--- src/rtl/rtc_bus_sequencer.sv ---
// RTC multiplexed address/data bus sequencer: turns each Control mode into a
// framed burst of ten bus transactions (nine register accesses plus a command).
module rtc_bus_sequencer #(
  parameter int unsigned T_SU  = 2,
  parameter int unsigned T_PW  = 4,
  parameter int unsigned T_GAP = 8
) (
  input  logic       reloj,
  input  logic       resetM,
  input  logic [1:0] Control,
  input  logic [7:0] data_in,
  input  logic [7:0] ad_in,
  output logic [3:0] reg_idx,
  output logic [7:0] ad_out,
  output logic       ad_oe,
  output logic       ad,
  output logic       cs_n,
  output logic       rd_n,
  output logic       wr_n,
  output logic [7:0] rd_data,
  output logic [3:0] rd_idx,
  output logic       rd_valid,
  output logic       busy,
  output logic       frame_done
);

  localparam int unsigned MAX_SP = (T_SU > T_PW) ? T_SU : T_PW;
  localparam int unsigned MAX_T  = (MAX_SP > T_GAP) ? MAX_SP : T_GAP;
  localparam int unsigned CW     = $clog2(MAX_T + 1);
  localparam logic [3:0]  CMD_IDX  = 4'd9;
  localparam logic [7:0]  CMD_ADDR = 8'hF0;

  typedef enum logic [3:0] {
    S_GAP, S_START, S_A_SU, S_A_STB, S_A_HLD,
    S_D_SU, S_D_STB, S_D_HLD, S_CS_OFF, S_DONE
  } state_t;

  state_t          r_state, w_state_nxt;
  logic [CW-1:0]   r_cnt, w_cnt_nxt;
  logic [1:0]      r_mode, w_mode_nxt;
  logic [3:0]      r_txn, w_txn_nxt;
  logic [3:0]      r_idx, w_idx_nxt;
  logic [7:0]      r_ad_out, w_ad_out_nxt;
  logic [7:0]      r_rd_data, w_rd_data_nxt;
  logic [3:0]      r_rd_idx, w_rd_idx_nxt;
  logic            r_rd_valid, w_rd_valid_nxt;
  logic            r_cs_n, r_rd_n, r_wr_n, r_ad, r_ad_oe, r_busy, r_frame_done;
  logic            w_cs_n_nxt, w_rd_n_nxt, w_wr_n_nxt, w_ad_nxt, w_ad_oe_nxt;
  logic            w_busy_nxt, w_frame_done_nxt;
  logic            w_last, w_rd_cur, w_rd_nxt;
  logic [7:0]      w_wdata;

  // Read mode puts the latch command first; other modes put the commit command last.
  function automatic logic [3:0] idx_of(input logic [1:0] mode, input logic [3:0] txn);
    if (mode == 2'b01) return (txn == 4'd0) ? CMD_IDX : (txn - 4'd1);
    return txn;
  endfunction

  function automatic logic [7:0] addr_of(input logic [3:0] idx);
    case (idx)
      4'd0:    return 8'h21;
      4'd1:    return 8'h22;
      4'd2:    return 8'h23;
      4'd3:    return 8'h24;
      4'd4:    return 8'h25;
      4'd5:    return 8'h26;
      4'd6:    return 8'h41;
      4'd7:    return 8'h42;
      4'd8:    return 8'h43;
      default: return CMD_ADDR;
    endcase
  endfunction

  assign w_last   = (r_cnt == CW'(1));
  assign w_rd_cur = (r_mode == 2'b01) && (r_txn != 4'd0);
  assign w_wdata  = (r_idx == CMD_IDX) ? ((r_mode == 2'b01) ? 8'hF0 : 8'hF1)
                  : ((r_mode == 2'b00) ? 8'h00 : data_in);

  always_comb begin
    w_state_nxt    = r_state;
    w_cnt_nxt      = r_cnt;
    w_mode_nxt     = r_mode;
    w_txn_nxt      = r_txn;
    w_idx_nxt      = r_idx;
    w_ad_out_nxt   = r_ad_out;
    w_rd_data_nxt  = r_rd_data;
    w_rd_idx_nxt   = r_rd_idx;
    w_rd_valid_nxt = 1'b0;
    if (!w_last) w_cnt_nxt = r_cnt - CW'(1);

    case (r_state)
      S_GAP: if (w_last) w_state_nxt = S_START;
      S_START: begin
        w_mode_nxt = Control;
        w_txn_nxt  = 4'd0;
        if (Control == 2'b11) begin
          w_state_nxt = S_DONE;
        end else begin
          w_state_nxt  = S_A_SU;
          w_cnt_nxt    = CW'(T_SU);
          w_idx_nxt    = idx_of(Control, 4'd0);
          w_ad_out_nxt = addr_of(idx_of(Control, 4'd0));
        end
      end
      S_A_SU:  if (w_last) begin w_state_nxt = S_A_STB; w_cnt_nxt = CW'(T_PW); end
      S_A_STB: if (w_last) begin w_state_nxt = S_A_HLD; w_cnt_nxt = CW'(T_SU); end
      S_A_HLD: if (w_last) begin
        w_state_nxt  = S_D_SU;
        w_cnt_nxt    = CW'(T_SU);
        w_ad_out_nxt = w_wdata;
      end
      S_D_SU:  if (w_last) begin w_state_nxt = S_D_STB; w_cnt_nxt = CW'(T_PW); end
      S_D_STB: if (w_last) begin
        w_state_nxt = S_D_HLD;
        w_cnt_nxt   = CW'(T_SU);
        if (w_rd_cur) begin
          w_rd_data_nxt  = ad_in;
          w_rd_idx_nxt   = r_idx;
          w_rd_valid_nxt = 1'b1;
        end
      end
      S_D_HLD: if (w_last) begin w_state_nxt = S_CS_OFF; w_cnt_nxt = CW'(T_SU); end
      S_CS_OFF: if (w_last) begin
        if (r_txn == 4'd9) begin
          w_state_nxt = S_DONE;
        end else begin
          w_state_nxt  = S_A_SU;
          w_cnt_nxt    = CW'(T_SU);
          w_txn_nxt    = r_txn + 4'd1;
          w_idx_nxt    = idx_of(r_mode, r_txn + 4'd1);
          w_ad_out_nxt = addr_of(idx_of(r_mode, r_txn + 4'd1));
        end
      end
      S_DONE: begin
        w_state_nxt = S_GAP;
        w_cnt_nxt   = CW'(T_GAP);
      end
      default: w_state_nxt = S_GAP;
    endcase

    // Bus pins are decoded from the next state so they register alongside it.
    w_rd_nxt         = (w_mode_nxt == 2'b01) && (w_txn_nxt != 4'd0);
    w_cs_n_nxt       = !(w_state_nxt inside {S_A_SU, S_A_STB, S_A_HLD, S_D_SU, S_D_STB, S_D_HLD});
    w_wr_n_nxt       = !((w_state_nxt == S_A_STB) || ((w_state_nxt == S_D_STB) && !w_rd_nxt));
    w_rd_n_nxt       = !((w_state_nxt == S_D_STB) && w_rd_nxt);
    w_ad_nxt         = w_state_nxt inside {S_D_SU, S_D_STB, S_D_HLD};
    w_ad_oe_nxt      = (w_state_nxt inside {S_A_SU, S_A_STB, S_A_HLD}) ||
                       ((w_state_nxt inside {S_D_SU, S_D_STB, S_D_HLD}) && !w_rd_nxt);
    w_busy_nxt       = !(w_state_nxt inside {S_GAP, S_DONE});
    w_frame_done_nxt = (w_state_nxt == S_DONE);
  end

  always_ff @(posedge reloj or negedge resetM) begin
    if (!resetM) begin
      r_state      <= S_GAP;
      r_cnt        <= CW'(T_GAP);
      r_mode       <= 2'b11;
      r_txn        <= 4'd0;
      r_idx        <= 4'd0;
      r_ad_out     <= 8'h00;
      r_rd_data    <= 8'h00;
      r_rd_idx     <= 4'd0;
      r_rd_valid   <= 1'b0;
      r_cs_n       <= 1'b1;
      r_rd_n       <= 1'b1;
      r_wr_n       <= 1'b1;
      r_ad         <= 1'b0;
      r_ad_oe      <= 1'b0;
      r_busy       <= 1'b0;
      r_frame_done <= 1'b0;
    end else begin
      r_state      <= w_state_nxt;
      r_cnt        <= w_cnt_nxt;
      r_mode       <= w_mode_nxt;
      r_txn        <= w_txn_nxt;
      r_idx        <= w_idx_nxt;
      r_ad_out     <= w_ad_out_nxt;
      r_rd_data    <= w_rd_data_nxt;
      r_rd_idx     <= w_rd_idx_nxt;
      r_rd_valid   <= w_rd_valid_nxt;
      r_cs_n       <= w_cs_n_nxt;
      r_rd_n       <= w_rd_n_nxt;
      r_wr_n       <= w_wr_n_nxt;
      r_ad         <= w_ad_nxt;
      r_ad_oe      <= w_ad_oe_nxt;
      r_busy       <= w_busy_nxt;
      r_frame_done <= w_frame_done_nxt;
    end
  end

  assign reg_idx    = r_idx;
  assign ad_out     = r_ad_out;
  assign ad_oe      = r_ad_oe;
  assign ad         = r_ad;
  assign cs_n       = r_cs_n;
  assign rd_n       = r_rd_n;
  assign wr_n       = r_wr_n;
  assign rd_data    = r_rd_data;
  assign rd_idx     = r_rd_idx;
  assign rd_valid   = r_rd_valid;
  assign busy       = r_busy;
  assign frame_done = r_frame_done;

endmodule

--- config.mk ---
export PLATFORM = sky130hd
export DESIGN_NAME = rtc_bus_sequencer
export DESIGN_NICKNAME = d
export VERILOG_FILES = /design/src/rtl/rtc_bus_sequencer.sv
export SDC_FILE = /design/constraint.sdc
export NUM_CORES = 1
export LEC_CHECK = 0
export BUFFER_PORTS_ARGS = -buffer_cell sky130_fd_sc_hd__buf_2
export CAP_MARGIN = 20
export CORE_ASPECT_RATIO = 1.2
export CORE_MARGIN = 2
export CORE_UTILIZATION = 50
export DETAILED_ROUTE_END_ITERATION = 10
export HOLD_SLACK_MARGIN = 0.1
export PLACE_DENSITY = 0.76
export SLEW_MARGIN = 5
export SYNTH_ARGS = -nofsm -noshare
export SYNTH_HDL_FRONTEND = slang
export SYNTH_SLANG_ARGS = --single-unit
--- constraint.sdc ---
create_clock -name reloj -period 3.35 [get_ports reloj]
set_clock_uncertainty 0.2 [all_clocks]
set_input_delay 0.67 -clock reloj [delete_from_list [all_inputs] [get_ports reloj]]
set_output_delay 0.67 -clock reloj [all_outputs]
set_load 0.01 [all_outputs]
==> Word level (Yosys, flattened, before mapping) <==
Memory sizes are Yosys's and may differ from the RTL's.
Index checks and enable logic that the tools add are counted.
{ "op_classes": {"n_addsub": 3, "eq_ne": 27, "n_mux": 51, "reduce_logical": 29} }
{ "op_table": {"columns": ["op", "count"], "rows": [
  ["4-bit 2-to-1 mux", 28],
  ["8-bit 2-to-1 mux", 6],
  ["4-bit one-hot mux with 9 select lines", 1],
  ["4-bit by 3-bit equality test with 1-bit output, second input constant", 8],
  ["8-bit one-hot mux with 3 select lines", 1],
  ["4-bit equality test, second input constant", 5],
  ["4-bit one-hot mux with 5 select lines", 1],
  ["4-bit by 2-bit equality test with 1-bit output, second input constant", 4],
  ["4-bit one-hot mux with 2 select lines", 2],
  ["4-bit zero test", 3],
  ["1-bit 2-to-1 mux", 11],
  ["3-bit nonzero test", 3],
  ["4-bit by 1-bit equality test with 1-bit output, second input constant", 2],
  ["2-bit inequality test, second input constant", 4],
  ["4-bit nonzero test", 2],
  ["4-bit by 1-bit subtractor with 4-bit output, second input constant", 2],
  ["2-bit by 1-bit equality test with 1-bit output, second input constant", 3],
  ["6-bit nonzero test", 1],
  ["1-bit logical AND", 5],
  ["1-bit zero test", 5],
  ["5-bit AND reduction", 1],
  ["4-bit by 1-bit adder with 4-bit output, second input constant", 1],
  ["4-bit AND reduction", 1],
  ["2-bit nonzero test", 2],
  ["other kinds (7)", 8]
]} }
{ "word_totals": {"register_bits": 46, "romBits": 224, "inputBits": 20, "output_inout_bits": 32, "mem_count": 2} }
{ "mem_list": {"columns": ["name", "words", "word_bits", "rd", "rd_clocked_by_memory_dff", "wr", "line", "source"], "rows": [
  ["(no name shown)", 16, 7, 1, 0, 0, "60", "case (idx)"],
  ["(no name shown)", 16, 7, 1, 0, 0, "60", null]
]} }

==> Depth between registers and ports, before layout <==
Gate-level depths: netlist (run 1).
An unclocked memory read counts as a cell.
{ "depth": {"depth_word": 13, "depth_mapped": 14} }

==> Least setup slack after synthesis (run 1) <==
OpenSTA, ideal clock, no wires.
{ "synth_timing": {"kind": "register to register", "startpoint": "register r_txn[0]", "endpoint": "register r_ad_out[1], in the netlist ad_out[1]", "t_arrival_ps": 2987, "setup_slack_ps": 99, "path_stages_with_launch": 14, "period_less_slack_ps": 3251, "cell_sequence": "dfrtp_1 clkbuf_1 inv_1 ha_1 buf_2 and4bb_2 a21oi_1 a31oi_1 a21oi_1 ha_1 a21oi_1 or4_1 a21oi_1 a21o_1"} }
{ "synth_between": {"elab_chain_cells": 12, "word_cells_on_any_way": 16} }
{ "synth_rtl": {"columns": ["element", "line", "source"], "rows": [
  ["from (decl)", "41", "logic [3:0] r_txn, w_txn_nxt;"],
  ["from (signal assigned)", "175", "r_txn <= w_txn_nxt;"],
  ["4-bit by 1-bit adder with 4-bit output", "131", "w_ad_out_nxt = addr_of(idx_of(r_mode, r_txn + 4'd1));"],
  ["4-bit by 1-bit subtractor with 4-bit output or 4-bit zero test (tied branches)", "55", "if (mode == 2'b01) return (txn == 4'd0) ? CMD_IDX : (txn - 4'd1);"],
  ["4-bit 2-to-1 mux (2 in a row)", "55", null],
  ["4-bit 2-to-1 mux", "56", "return txn;"],
  ["4-bit 2-to-1 mux", "124", "if (r_txn == 4'd9) begin"],
  ["4-bit 2-to-1 mux", "123", "S_CS_OFF: if (w_last) begin"],
  ["4-bit 2-to-1 mux", "91", "case (r_state)"],
  ["memory read 16 x 7 bit", null, null],
  ["8-bit 2-to-1 mux", "124", null],
  ["8-bit 2-to-1 mux", "123", null],
  ["8-bit one-hot mux with 3 select lines", "91", null],
  ["to (signal assigned)", "177", "r_ad_out <= w_ad_out_nxt;"],
  ["to (decl)", "43", "logic [7:0] r_ad_out, w_ad_out_nxt;"]
]} }
Several ways; a longest one is shown, not always the timed one. The select of a mux whose other input is x is not followed.
A chain may end at the register's enable or synchronous reset.

==> Final worst setup path (run 1) <==
{ "layout_timing": {"startpoint": "register r_txn[1]", "endpoint": "register r_ad_out[1], in the netlist ad_out[1]"} }
The elaborated chain is that of the path after synthesis.

==> metrics.txt, run 1 <==
# TYPE chip_impl_metric gauge
chip_impl_metric{name="die_area",unit="sq um"} 6280
chip_impl_metric{name="post_synth.cell_area_avg",unit="sq um"} 9.13
chip_impl_metric{name="vdd.ir_drop.worst",unit="mV"} 0.349
chip_impl_metric{name="power.share.clock",unit="%"} 19.8
chip_impl_info{name="ys_top_cells_by_area",value="sky130_fd_sc_hd__dfrtp_1 (35%), sky130_fd_sc_hd__mux2_2 (7.2%), sky130_fd_sc_hd__dfstp_2 (5.6%)"} 1
chip_impl_metric{name="timing.max_cap.violations",unit=""} 0
chip_impl_metric{name="setup.reg_to_reg.worst_slack",unit="ns"} 0.32
chip_impl_metric{name="fin_setup_tns",unit="ns"} 0
chip_impl_info{name="endpoint_of_the_worst_setup_timing_path",value="ad_out[1]"} 1
chip_impl_info{name="synth_flop_cell",value="sky130_fd_sc_hd__dfrtp_1"} 1
chip_impl_metric{name="combinationalPowerShare",unit="%"} 40.7
chip_impl_metric{name="finalSetupViolCount",unit=""} 0
chip_impl_metric{name="grt_max_degree",unit=""} 47
chip_impl_metric{name="netSwitchingPower",unit="W"} 0.000870
chip_impl_info{name="crit_path_start",value="r_txn[1]"} 1
chip_impl_info{name="synth_top_family_by_area",value="simple AND/OR/NAND/NOR gates"} 1
chip_impl_metric{name="slew_viol_final",unit=""} 0
chip_impl_metric{name="detail_route.wirelength.met1",unit="mm"} 2.92
chip_impl_metric{name="synth_top_area_share",unit="%"} 35.4
chip_impl_info{name="critical_path.cell_chain",value="inv_1 > ha_1 > and4bb_2 > a21oi_1 > a31oi_1 > a21oi_1 > ha_1 > a21oi_1 > or4_1 > a21oi_1 > a21o_1"} 1
chip_impl_metric{name="antennaDiodeCount",unit=""} 0
chip_impl_metric{name="critPathMaxFanout",unit=""} 10
chip_impl_metric{name="initial_core_util",unit="%"} 51.0
chip_impl_metric{name="max-clock-path-buffers",unit=""} 2
chip_impl_info{name="worst_path_max_delay_cell",value="sky130_fd_sc_hd__dfrtp_1"} 1
chip_impl_info{name="maxUsedRoutingLayer",value="met4"} 1
chip_impl_metric{name="finalHoldViolations",unit=""} 0
chip_impl_info{name="cts.root.buffer_cell",value="sky130_fd_sc_hd__clkbuf_8"} 1
chip_impl_metric{name="gp_routability_congestion",unit=""} 0.856
chip_impl_metric{name="route.antenna.remaining_nets",unit=""} 0
chip_impl_metric{name="grt_first_pass_wirelength",unit="mm"} 11.0
chip_impl_info{name="critical_path_class",value="register to register"} 1
chip_impl_info{name="netlist_top_cells_count",value="sky130_fd_sc_hd__dfrtp_1 (40), sky130_fd_sc_hd__nand2_1 (26), sky130_fd_sc_hd__a21oi_1 (23), sky130_fd_sc_hd__nor2_1 (22), sky130_fd_sc_hd__mux2_2 (18)"} 1
chip_impl_metric{name="internal_power",unit="W"} 0.00134
chip_impl_metric{name="critPathArrivalTime",unit="ns"} 3.09
chip_impl_metric{name="place_ws",unit="ns"} 0.371
chip_impl_metric{name="syn_area",unit="sq um"} 2830
chip_impl_info{name="worst_path_most_repeated_cell",value="sky130_fd_sc_hd__a21oi_1"} 1
chip_impl_metric{name="cpPeakStageDelay",unit="ns"} 0.51
chip_impl_metric{name="synth_area_in_adders",unit="%"} 3.54
chip_impl_metric{name="netlist-cell-type-count",unit=""} 53
chip_impl_metric{name="number_of_top_level_design_ports",unit=""} 52
chip_impl_metric{name="synth_simple_gate_area_share",unit="%"} 21.2
chip_impl_metric{name="worst_slack",unit="ns"} 0.316
chip_impl_metric{name="detailedPlacementHpwl",unit="mm"} 4.76
chip_impl_metric{name="nNetsFinal",unit=""} 385
chip_impl_metric{name="layout_worst_path_cycle_share",unit="%"} 90.6
chip_impl_metric{name="cts.htree.levels",unit=""} 2
chip_impl_metric{name="max_freq",unit="GHz"} 0.330
chip_impl_metric{name="nFillCells",unit=""} 498
chip_impl_metric{name="yosys.area_share.xor_xnor",unit="%"} 1.86
chip_impl_metric{name="sequential_to_total_area_share_from_yosys_stat",unit="%"} 40.9
chip_impl_metric{name="hold-worst-slack",unit="ns"} 0.309
chip_impl_metric{name="ys_warn_count",unit=""} 0
chip_impl_metric{name="dr_wl_met2",unit="mm"} 3.22
chip_impl_metric{name="power_leakage",unit="nW"} 1.50
chip_impl_metric{name="die_h",unit="um"} 86.4
chip_impl_metric{name="synth_nets",unit=""} 338
chip_impl_info{name="post-synth-top-count-cell",value="sky130_fd_sc_hd__dfrtp_1"} 1
chip_impl_metric{name="routed_wirelength",unit="mm"} 6.61
chip_impl_metric{name="post-place-cells",unit=""} 412
chip_impl_metric{name="synth-compound-area-share",unit="%"} 19.5
chip_impl_metric{name="maxSlewHeadroom",unit="%"} 54.1
chip_impl_metric{name="finalInstanceArea",unit="sq um"} 3290
chip_impl_metric{name="synth_edf_count",unit=""} 0
chip_impl_metric{name="area_delta_synth_final",unit="%"} 16.2
chip_impl_metric{name="worst_skew_pair.late_latency",unit="ns"} 0.31
chip_impl_metric{name="min_period",unit="ns"} 3.03
chip_impl_info{name="holdCritPathClass",value="register to register"} 1
chip_impl_metric{name="gr-total-overflow",unit=""} 0
chip_impl_metric{name="worst_ep_required_time",unit="ns"} 3.41
chip_impl_info{name="tritoncts_clock_tree",value="built"} 1
chip_impl_metric{name="fp.coreArea",unit="sq um"} 5560
chip_impl_metric{name="num_vias",unit=""} 2505
chip_impl_info{name="r2r_start",value="r_txn[1]"} 1
chip_impl_metric{name="core.rowCount",unit=""} 30
chip_impl_metric{name="quantity_of_i_o_buffers_inserted_on_ports",unit=""} 51
chip_impl_metric{name="first_global_vias",unit=""} 2353
chip_impl_info{name="netlist.top_cell.by_area",value="sky130_fd_sc_hd__dfrtp_1"} 1
chip_impl_metric{name="synth-async-reset-ratio",unit="%"} 100
chip_impl_info{name="critical_path.startpoint_type",value="register"} 1
chip_impl_metric{name="resized_after_cts",unit=""} 0
chip_impl_metric{name="drc",unit=""} 0
chip_impl_info{name="worst_hold_startpoint",value="rd_data[4]"} 1
chip_impl_metric{name="drive_above_1_share",unit="%"} 29.3
chip_impl_info{name="grt_setup_unrepaired",value="no"} 1
chip_impl_metric{name="final_cell_count_no_fill",unit=""} 422
chip_impl_info{name="critical_path.reg2reg.endpoint",value="ad_out[1]"} 1
chip_impl_metric{name="worst-slew-pin-transition",unit="ns"} 0.682
chip_impl_metric{name="switching_share",unit="%"} 39.4
chip_impl_info{name="result_of_the_run",value="finished, final reports clean"} 1
chip_impl_metric{name="dr_wl_met3",unit="um"} 335
chip_impl_metric{name="drt_iter0_drc",unit=""} 117
chip_impl_metric{name="p_seq_share",unit="%"} 39.6
chip_impl_info{name="crit_path_end_kind",value="register"} 1
chip_impl_metric{name="chipWidth",unit="um"} 72.7
chip_impl_metric{name="power_density",unit="nW/um^2"} 671
chip_impl_metric{name="grt_antenna_before_repair",unit=""} 0
chip_impl_metric{name="worstRegToRegCells",unit=""} 11
chip_impl_metric{name="post_detailed_route_wirelength_per_cell",unit="um"} 15.7
chip_impl_metric{name="drt-vias-per-instance",unit=""} 5.94
chip_impl_metric{name="dpl_cell_area",unit="sq um"} 3150
chip_impl_metric{name="tritoncts.num_buffers",unit=""} 5
chip_impl_metric{name="synthesis.instances",unit=""} 310
chip_impl_metric{name="drtPass1Iterations",unit=""} 4
chip_impl_metric{name="yosys_register_bits",unit=""} 46
chip_impl_metric{name="worst_setup_hold_path_clk_slew",unit="ns"} 0.10
chip_impl_metric{name="gr-usage-all-layers",unit="%"} 21.8
chip_impl_metric{name="cts.sinks",unit=""} 46
chip_impl_metric{name="synth.area.mux_share",unit="%"} 7.87
metrics by stage:
stage	utilization (%)	power (W)
final	59.2	0.00221
after global routing	59.2	0.00236
after CTS	58.7	0.00220
after detailed placement	56.6	0.00177
after global placement	56.6	0.00173
after floorplan	-	0.00150
layout by cell type, fill, tap and decap left out, drive strengths merged, types with 3 or more instances in the layout:
cell,instances
nand4,5
buf,62
xnor2,4
ha,8
a211oi,4
a21oi,23
o211ai,4
dfrtp,40
clkbuf,5
inv,13
nand3,11
nor2b,9
a31oi,8
o22ai,5
and2,4
or3,3
o221ai,3
o31ai,5
nand2,26
o21ai,15
nor3,7
nand2b,8
a21o,4
mux2,18
dfstp,6
nor2,22
nand3b,3
worst max-delay path, delay by kind of cell, from the launching register on:
kind / cells / cell delay [ns]
AND/OR/NAND/NOR: 2 / 0.83
adder cells (fa/ha/maj): 2 / 0.69
AO/OA/AOI/OAI: 6 / 0.65
flip-flops: 1 / 0.51
buffers and inverters: 1 / 0.11
per-layer routing:
| layer | global-route usage (%) | up-vias |
|---|---|---|
| li1 | - | 1211 |
| met1 | 27.7 | 1192 |
| met3 | 4.07 | 16 |
| met4 | 7.58 | 0 |
| met5 | 0 | - |
| met2 | 36.8 | 86 |
cells by family (layout without fill, tap and decap cells):
logic type	count (synthesis)	in the layout
compound gates	83	83
simple gates	112	112
fa+ha+maj	8	8
flops	46	46
mux	20	20
xor+xnor	6	6
buf+inv	35	83
state kept, by name, indices dropped and copies added (netlist names), 2 cells and up:
register / flops
r_mode: 2
rd_data: 8
reg_idx: 4
r_txn: 4
ad_out: 8
rd_idx: 4
r_cnt: 4
r_state: 4
what timing repair did:
action	CTS	global route
setup buffers	0	0
hold endpoints to repair	0	6
endpoints found under the setup margin	0	0
hold buffers	0	1
worst min path at each step:
stage | end | slack (ns) | cells after the start
finish | rd_data[4] | 0.31 | 1
detailed placement | rd_data[5] | 0.29 | 1
CTS | rd_data[5] | 0.31 | 1
global route | rd_idx[1] | 0.32 | 1
global placement | ad_out[6] | 0.27 | 1
floorplan | ad | 0.17 | 0
layout make-up:
type	instances	area (sq um)	area share, %
Clock buffer	5	68.8	2.09
Clock inverter	3	43.8	1.33
Inverter	12	45.0	1.37
Multi-Input combinational cell	229	1530	46.6
Sequential cell	46	1160	35.2
Tap cell	64	80.1	2.43
Timing Repair Buffer	63	360	11.0
power by group through the flow:
stage          Sequential [W]  Combinational (W)  Clock [W]
2_1_floorplan        0.000864           0.000634          0
3_3_place_gp         0.000874           0.000854          0
3_5_place_dp         0.000879           0.000889          0
4_1_cts              0.000870           0.000893   0.000437
5_1_grt              0.000900            0.00100   0.000457
6_report             0.000874           0.000897   0.000436
Note: power is estimated with default switching activity, not from simulation.
==> run 2: changes to the inputs <==
--- a/config.mk
+++ b/config.mk
@@ -10,7 +10,9 @@
 export CORE_ASPECT_RATIO = 1.2
 export CORE_MARGIN = 2
 export CORE_UTILIZATION = 50
+export CTS_BUF_LIST = sky130_fd_sc_hd__clkbuf_16
 export DETAILED_ROUTE_END_ITERATION = 10
+export GPL_TIMING_DRIVEN = 0
 export HOLD_SLACK_MARGIN = 0.1
 export PLACE_DENSITY = 0.76
 export SLEW_MARGIN = 5
==> run 2 against run 1 <==
Register-to-register slack got worse by 0.13 ns. Design area increased by 3.2%. Setup slack got worse by 0.13 ns. Via count increased by 3.3%. Clock power increased by 14%. Wire length increased by 1.3%. First-iteration DRC count increased by 6.8%. Flip-flop and latch count unchanged. Largest cell class unchanged. Highest routed layer unchanged.
==> metrics.txt, run 2 (synthesis gave the netlist of run 1 again) <==
# TYPE chip_impl_metric gauge
chip_impl_info{name="result_of_the_run",value="finished, final reports clean"} 1
chip_impl_metric{name="grt_antenna_before_repair",unit=""} 0
chip_impl_metric{name="total_power",unit="W"} 0.00230
chip_impl_metric{name="core.rowCount",unit=""} 30
chip_impl_metric{name="min_period",unit="ns"} 3.16
chip_impl_metric{name="route.antenna.remaining_nets",unit=""} 0
chip_impl_info{name="critical_path.startpoint_type",value="register"} 1
chip_impl_metric{name="timing.max_cap.violations",unit=""} 0
chip_impl_info{name="crit_path_end_kind",value="register"} 1
chip_impl_metric{name="worst_ep_required_time",unit="ns"} 3.32
chip_impl_info{name="holdCritPathClass",value="input port to asynchronous set/reset pin"} 1
chip_impl_metric{name="worst_skew_pair.late_latency",unit="ns"} 0.29
chip_impl_metric{name="antennaDiodeCount",unit=""} 0
chip_impl_info{name="grt_setup_unrepaired",value="no"} 1
chip_impl_metric{name="quantity_of_i_o_buffers_inserted_on_ports",unit=""} 51
chip_impl_metric{name="finalSetupViolCount",unit=""} 0
chip_impl_metric{name="grt_max_degree",unit=""} 47
chip_impl_metric{name="layout_worst_path_cycle_share",unit="%"} 94.4
chip_impl_metric{name="area_delta_synth_final",unit="%"} 19.9
chip_impl_metric{name="max-clock-path-buffers",unit=""} 2
chip_impl_metric{name="holdBufCountCts",unit=""} 0
chip_impl_metric{name="num_vias",unit=""} 2587
chip_impl_metric{name="nNetsFinal",unit=""} 401
chip_impl_info{name="maxUsedRoutingLayer",value="met4"} 1
chip_impl_metric{name="dr_wl_met3",unit="um"} 357
chip_impl_metric{name="drtPass1Iterations",unit=""} 4
chip_impl_metric{name="detail_route.wirelength.met1",unit="mm"} 2.88
chip_impl_metric{name="max_freq",unit="GHz"} 0.316
chip_impl_metric{name="cts.sinks",unit=""} 46
chip_impl_metric{name="power_density",unit="nW/um^2"} 679
chip_impl_info{name="tritoncts_clock_tree",value="built"} 1
chip_impl_info{name="most_common_cell_after_layout_fill_and_taps_aside",value="sky130_fd_sc_hd__buf_2"} 1
chip_impl_metric{name="number_of_top_level_design_ports",unit=""} 52
chip_impl_metric{name="maxSlewHeadroom",unit="%"} 52.2
chip_impl_metric{name="chipWidth",unit="um"} 72.7
chip_impl_metric{name="drt_iter0_drc",unit=""} 125
chip_impl_metric{name="power_leakage",unit="nW"} 1.54
chip_impl_metric{name="detailedPlacementHpwl",unit="mm"} 4.79
chip_impl_metric{name="die_area",unit="sq um"} 6280
chip_impl_metric{name="routed_wirelength",unit="mm"} 6.70
chip_impl_metric{name="dr_wl_met2",unit="mm"} 3.39
chip_impl_metric{name="worst_setup_hold_path_clk_slew",unit="ns"} 0.07
chip_impl_metric{name="gr-total-overflow",unit=""} 0
chip_impl_metric{name="grt_first_pass_wirelength",unit="mm"} 11.2
chip_impl_metric{name="critPathArrivalTime",unit="ns"} 3.14
chip_impl_metric{name="die_h",unit="um"} 86.4
chip_impl_metric{name="tritoncts.num_buffers",unit=""} 5
chip_impl_metric{name="slew_viol_final",unit=""} 0
chip_impl_metric{name="gp_routability_congestion",unit=""} 0.859
chip_impl_metric{name="hold-worst-slack",unit="ns"} 0.162
chip_impl_info{name="cts.root.buffer_cell",value="sky130_fd_sc_hd__clkbuf_16"} 1
chip_impl_metric{name="nFillCells",unit=""} 495
chip_impl_metric{name="post_detailed_route_wirelength_per_cell",unit="um"} 15.3
chip_impl_metric{name="finalHoldViolations",unit=""} 0
chip_impl_metric{name="fin_setup_tns",unit="ns"} 0
chip_impl_metric{name="worst-slew-pin-transition",unit="ns"} 0.709
chip_impl_metric{name="drt-vias-per-instance",unit=""} 5.91
chip_impl_metric{name="critPathMaxFanout",unit=""} 10
chip_impl_metric{name="gr-usage-all-layers",unit="%"} 22.4
chip_impl_metric{name="first_global_vias",unit=""} 2430
chip_impl_metric{name="cts.htree.levels",unit=""} 2
chip_impl_info{name="critical_path_class",value="register to register"} 1
chip_impl_info{name="commonest_cells_after_routing_fill_and_taps_aside",value="sky130_fd_sc_hd__buf_2 (62), sky130_fd_sc_hd__dfrtp_1 (38), sky130_fd_sc_hd__nand2_1 (26), sky130_fd_sc_hd__nor2_1 (22), sky130_fd_sc_hd__a21oi_1 (21)"} 1
chip_impl_metric{name="fp.coreArea",unit="sq um"} 5560
chip_impl_metric{name="initial_core_util",unit="%"} 51.0
chip_impl_metric{name="drive_above_1_share",unit="%"} 31.0
chip_impl_metric{name="drc",unit=""} 0
chip_impl_metric{name="vdd.ir_drop.worst",unit="mV"} 0.375
==> run 2: final timing paths <==
kind                            from          to  slack, ns  cells after the start
max                         r_txn[0]   ad_out[0]       0.19                     10
min                           resetM  rd_data[1]       0.16                      1
max reg2reg                 r_txn[0]   ad_out[0]       0.19                     10
min reg2reg                ad_out[6]   ad_out[6]       0.29                      1
max in group asynchronous     resetM   r_mode[0]       2.20                      2
min in group reloj         ad_out[6]   ad_out[6]       0.29                      1
==> run 2: cell type report <==
type                            count  area [sq um]  share of cell area, %
Clock inverter                      3          23.8                  0.700
Sequential cell                    46          1160                   34.2
Multi-Input combinational cell    229          1540                   45.2
Inverter                           12          45.0                   1.33
Clock buffer                        5           125                   3.69
Buffer                             22           104                   3.06
Tap cell                           64          80.1                   2.36
Timing Repair Buffer               57           320                   9.44
==> run 2: per-stage QoR <==
stage	util (%)	instance area [sq um]	cells	worst slack [ns]
CTS	60.2	3340	436	0.0343
global route	61.1	3390	438	0.0553
floorplan	-	2830	310	0.0993
finish	61.1	3390	438	0.186
detailed placement	57.0	3170	425	-0.335
global placement	57.0	3170	425	-0.313
==> run 2: what timing repair did <==
| item | CTS | global route |
|---|---|---|
| setup endpoints to repair | 5 | 5 |
| cloned | 0 | 0 |
| pin swaps | 2 | 2 |
| gates resized for setup | 3 | 6 |
| buffers inserted | 3 | 2 |
| endpoints found under the hold margin | 0 | 0 |
==> run 2: per-layer routing <==
layer / vias up / global-route usage, %
met5: - / 0
met4: 0 / 6.73
met3: 7 / 3.72
met2: 77 / 38.9
met1: 1256 / 28.3
li1: 1247 / -
==> run 2: worst max-delay path, cell delays in order (launching register included) <==
cell and delay (ns):
sky130_fd_sc_hd__dfrtp_2 0.37, sky130_fd_sc_hd__buf_6 0.15, sky130_fd_sc_hd__inv_2 0.06, sky130_fd_sc_hd__ha_1 0.28, sky130_fd_sc_hd__buf_2 0.19, sky130_fd_sc_hd__and4bb_2 0.34, sky130_fd_sc_hd__buf_4 0.11, sky130_fd_sc_hd__mux2_2 0.33
sky130_fd_sc_hd__o21ai_0 0.58, sky130_fd_sc_hd__nor3_1 0.09, sky130_fd_sc_hd__o32a_1 0.34
==> run 2: report_power, final <==
part	switching, W	internal [W]
clock	0.000219	0.000279
combinational	0.000560	0.000411
sequential	0.000110	0.000725
total	0.000888	0.00141
